**src/rtl/imem_loader_pkg.sv**
```systemverilog
`default_nettype none
// +----------------------------------------------------------------------------+
// | imem_loader_pkg : shared processor constants (opcodes, loader states/base)  |
// | Revision 1.0                                                               |
// +----------------------------------------------------------------------------+
package imem_loader_pkg;

  localparam logic [5:0] OP_RTYPE = 6'h00;
  localparam logic [5:0] OP_J     = 6'h02;
  localparam logic [5:0] OP_BEQ   = 6'h04;
  localparam logic [5:0] OP_ADDI  = 6'h08;
  localparam logic [5:0] OP_LW    = 6'h23;
  localparam logic [5:0] OP_SW    = 6'h2B;

  localparam logic [31:0] IMEM_BASE_ADDR = 32'h0000_0000;

  typedef enum logic [2:0] {
    ST_IDLE  = 3'd0,
    ST_LOAD  = 3'd1,
    ST_DRAIN = 3'd2,
    ST_RUN   = 3'd3,
    ST_ERROR = 3'd4
  } loader_state_e;

endpackage
`default_nettype wire

```
**src/rtl/imem_loader.sv**
```systemverilog
`default_nettype none
// +----------------------------------------------------------------------------+
// | imem_loader : streams a program image into instruction memory, then        |
// | releases the CPU from reset. Revision 1.0                                  |
// +----------------------------------------------------------------------------+
module imem_loader
  import imem_loader_pkg::*;
#(
  parameter int unsigned ADDR_WIDTH = 8,
  parameter logic [31:0] BASE_ADDR  = IMEM_BASE_ADDR
) (
  input  logic                  clk,
  input  logic                  reset,
  input  logic                  start,
  input  logic                  in_valid,
  output logic                  in_ready,
  input  logic [31:0]           in_data,
  input  logic                  in_last,
  output logic                  mem_we,
  output logic [31:0]           mem_addr,
  output logic [31:0]           mem_wdata,
  output logic                  cpu_reset,
  output logic                  done,
  output logic                  error,
  output logic [ADDR_WIDTH:0]   word_count
);

  localparam logic [ADDR_WIDTH:0] DEPTH    = {1'b1, {ADDR_WIDTH{1'b0}}};
  localparam logic [ADDR_WIDTH:0] LAST_IDX = {1'b0, {ADDR_WIDTH{1'b1}}};

  loader_state_e         state_q, state_d;
  logic                  we_q, we_d;
  logic [31:0]           addr_q, addr_d;
  logic [31:0]           wdata_q, wdata_d;
  logic [ADDR_WIDTH:0]   count_q, count_d;

  logic                  accept;
  logic [31:0]           word_offset;

  assign accept      = (state_q == ST_LOAD) && in_valid;
  // Count is below DEPTH whenever a word is accepted, so its low bits are the index.
  assign word_offset = 32'(count_q[ADDR_WIDTH-1:0]) << 2;

  always_comb begin
    state_d = state_q;
    we_d    = 1'b0;
    addr_d  = addr_q;
    wdata_d = wdata_q;
    count_d = count_q;

    if (accept) begin
      we_d    = 1'b1;
      addr_d  = BASE_ADDR + word_offset;
      wdata_d = in_data;
      if (count_q != DEPTH) begin
        count_d = count_q + 1'b1;
      end
    end

    case (state_q)
      ST_IDLE, ST_RUN, ST_ERROR: begin
        if (start) begin
          state_d = ST_LOAD;
          count_d = '0;
        end
      end
      ST_LOAD: begin
        if (accept) begin
          if (in_last) begin
            state_d = ST_DRAIN;
          end else if (count_q == LAST_IDX) begin
            state_d = ST_ERROR;
          end
        end
      end
      ST_DRAIN: state_d = ST_RUN;
      default:  state_d = ST_IDLE;
    endcase
  end

  // Reset drops any write staged by a same-cycle acceptance.
  always_ff @(posedge clk) begin
    if (reset) begin
      state_q <= ST_IDLE;
      we_q    <= 1'b0;
      addr_q  <= BASE_ADDR;
      wdata_q <= '0;
      count_q <= '0;
    end else begin
      state_q <= state_d;
      we_q    <= we_d;
      addr_q  <= addr_d;
      wdata_q <= wdata_d;
      count_q <= count_d;
    end
  end

  assign in_ready   = (state_q == ST_LOAD);
  assign cpu_reset  = (state_q != ST_RUN);
  assign done       = (state_q == ST_RUN);
  assign error      = (state_q == ST_ERROR);
  assign mem_we     = we_q;
  assign mem_addr   = addr_q;
  assign mem_wdata  = wdata_q;
  assign word_count = count_q;

endmodule
`default_nettype wire

```
**config.mk**
```make
export PLATFORM = sky130hd
export DESIGN_NAME = imem_loader
export DESIGN_NICKNAME = d
export VERILOG_FILES = /design/src/rtl/imem_loader_pkg.sv /design/src/rtl/imem_loader.sv
export SDC_FILE = /design/constraint.sdc
export NUM_CORES = 1
export LEC_CHECK = 0
export CORE_MARGIN = 2
export CORE_UTILIZATION = 43
export CTS_CLUSTER_DIAMETER = 200
export DETAILED_ROUTE_END_ITERATION = 16
export GPL_ROUTABILITY_DRIVEN = 0
export HOLD_SLACK_MARGIN = 0.15
export PLACE_DENSITY = 0.86
export SLEW_MARGIN = 10
export SYNTH_ARGS = -nofsm -noshare
export SYNTH_HDL_FRONTEND = slang
export SYNTH_SLANG_ARGS = --single-unit
```
**constraint.sdc**
```tcl
create_clock -name clk -period 4.14 [get_ports clk]
set_clock_uncertainty 0.05 [all_clocks]
set_input_delay 0.828 -clock clk [delete_from_list [all_inputs] [get_ports clk]]
set_output_delay 0.828 -clock clk [all_outputs]
set_load 0.03 [all_outputs]
```
==> impl_metrics.json <==
{
  "clk_pin_slew_ns": 0.10,
  "root_buffer": "clkbuf_8",
  "insertion_delay_ns": 0.31,
  "drt_iter0_markers": 98,
  "post-route-period-util_pct": 63.4,
  "fin_crit_ns": 2.62,
  "p_int_uw": 721,
  "synthSimpleGateAreaFrac_pct": 22.9,
  "grt_overflow_total": 0,
  "r2r_start": "state_q[0]",
  "ff2ff_path_depth": 4,
  "r2r-end": "word_count[7]",
  "clk_path_buf_depth": 2,
  "setup_viol": 0,
  "ys_seq_area_share_pct": 46.8,
  "core_um2": 5110,
  "synthAdderAreaFrac_pct": 1.66,
  "numPortBuffers": 90,
  "die_area_um2": 5870,
  "fp.dieW_um": 76.6,
  "ys_ff_latch": 53,
  "fp-row-count": 26,
  "cts-resized-gates": 0,
  "hold_class": "reg2reg",
  "layout_common_cells": "clkdlybuf4s50_1 (89), nand2_1 (84), dfxtp_1 (53)",
  "wl_per_cell_um": 12.1,
  "p_sw_uw": 300,
  "worst_setup_path_start_kind": "flip-flop",
  "placed_cells": 423,
  "layout-drive-gt1-share_pct": 4.71,
  "antennaDiodeCount": 0,
  "drv_slew": 0,
  "maxCapViolations": 0,
  "cts_made_buffers": 5,
  "p_sw_share_pct": 29.4,
  "worstSetupPathType": "reg2out",
  "synth.avg_cell_area_um2": 8.04,
  "cp.required_ns": 3.26,
  "synth_xor_xnor_area_share_pct": 2.32,
  "nets": 400,
  "min_to": "mem_wdata[8]",
  "fmax_ghz": 0.381,
  "min_from": "mem_wdata[8]",
  "io_pins": 115,
  "dp_hpwl_um": 3740,
  "p_per_area_nw_per_um2": 322,
  "stdcell_area_um2": 3170,
  "synth_top_family_by_area": "simple AND/OR/NAND/NOR gates",
  "num_vias": 2051,
  "hold_viol": 0,
  "htreeDepth": 2,
  "initial_utilization_pct": 44.4,
  "holdPathStages": 2,
  "r2r_setup_slack_ns": 2.34,
  "worst_pin_slew_ns": 0.620,
  "leakage_uw": 0.00112,
  "grt_pass1_wl_um": 8510,
  "endpoint_kind": "output port",
  "via_per_inst": 4.76,
  "syn_inst": 282,
  "drt-pass1-iter-count": 4,
  "cts_tree": "yes",
  "synth_area_um2": 2270,
  "clkPwrFrac_pct": 28.7,
  "p_comb_share_pct": 18.6,
  "dpl_cell_area_um2": 3080,
  "area_growth_pct": 39.8,
  "synth_compound_area_share_pct": 12.8,
  "die_h_um": 76.6,
  "crit_arrival_ns": 1.75,
  "fin_util_pct": 62.0,
  "drc": 0,
  "grt_usage_pct": 17.9,
  "stdcell_count": 431,
  "ant_nets": 0,
  "worstPathMaxFanout": 10,
  "final_common_cell": "clkdlybuf4s50_1",
  "cts_sinks": 53,
  "outcome": "completed",
  "grt_max_degree": 37,
  "grt_pass1_vias": 1862,
  "vdd_drop_max_mv": 0.231,
  "cts_setup_buffers": 0,
  "synthDistinctLibCells": 35,
  "fin_tns_setup_ns": 0,
  "cts_hold_buf": 0,
  "wirelength_um": 5220,
  "power_frac_seq_pct": 52.7,
  "rsz0062_at_grt": "false",
  "relSlewSlack_pct": 58.1,
  "yosysWarnings": 0,
  "antenna_found_initial": 0,
  "synth.area.mux_share_pct": 0
}
-- worst max-delay path, cell delays in order, from the launching register on --
cell and delay, ns:
dfxtp_1 0.50, nand3b_1 0.16, inv_1 0.10, clkdlybuf4s50_1 0.68
-- area by class of cell --
cell class                      instances  area (um2)
Inverter                                5        18.8
Timing Repair Buffer                   93         918
Clock inverter                          3        21.3
Tap cell                               70        87.6
Multi-Input combinational cell        202         992
Fill cell                             454        1940
Sequential cell                        53        1060
Clock buffer                            5        68.8
-- synthesized netlist by cell type, drive strengths merged --
cell | number | area (um2)
nor4bb | 1 | 10.0
conb | 1 | 3.75
or3 | 1 | 6.26
and2 | 2 | 12.5
nor2 | 12 | 45.0
ha | 3 | 37.5
nand4bb | 1 | 11.3
xor2 | 3 | 26.3
nand3 | 3 | 27.5
a2111oi | 1 | 15.0
nor3b | 1 | 7.51
nand4 | 4 | 25.0
a221oi | 1 | 8.76
a211oi | 2 | 15.0
nand2 | 84 | 315
o21ai | 3 | 15.0
and4bb | 1 | 12.5
a2bb2oi | 1 | 8.76
a31oi | 1 | 6.26
clkbuf | 6 | 22.5
inv | 5 | 18.8
nor4 | 2 | 18.8
nand2b | 1 | 6.26
dfxtp | 53 | 1060
and3 | 2 | 12.5
buf | 39 | 263
nand3b | 1 | 7.51
a21oi | 44 | 220
xnor2 | 3 | 26.3
-- state kept, by name, summed over array words and instances, names as in the netlist --
name / cells
mem_wdata: 32
word_count: 9
mem_addr: 8
state_q: 3
mem_we: 1
-- per-stage QoR --
step	setup slack, ns	total power (uW)	hold slack [ns]
after global placement	1.53	739	0.391
after global routing	1.44	1070	0.431
final	1.52	1020	0.409
after floorplan	2.07	681	0.456
after detailed placement	1.46	741	0.397
after CTS	1.51	1030	0.411
-- metal layers --
layer | vias up | part of all wire, % | GRT usage [%]
li1 | 1024 | - | -
met1 | 956 | 41 | 20.7
met2 | 65 | 52 | 32.5
met3 | 6 | 6.0 | 4.62
met4 | 0 | 0.96 | 4.73
met5 | - | 0 | 0
-- worst max-delay path by stage --
stage               start             to  depth (start not counted)
2_1_floorplan  state_q[0]       in_ready                          2
6_report       state_q[0]           done                          3
3_3_place_gp     in_valid  word_count[7]                          5
3_5_place_dp     in_valid  mem_wdata[31]                          5
5_1_grt        state_q[0]           done                          3
4_1_cts        state_q[0]           done                          3
-- power by group through the flow --
stage	Clock, uW	Sequential [uW]	Combinational (uW)
after floorplan	0	577	104
after global placement	0	549	189
after detailed placement	0	550	191
after CTS	303	539	192
after global routing	324	541	204
final	293	538	190
-- logic make-up after synthesis --
group | Yosys count
other cells | 1
flops | 53
buf+inv | 50
xor+xnor | 6
simple gates | 116
compound gates | 53
fa+ha+maj | 3
No activity file was read; power rests on OpenSTA's default activity.
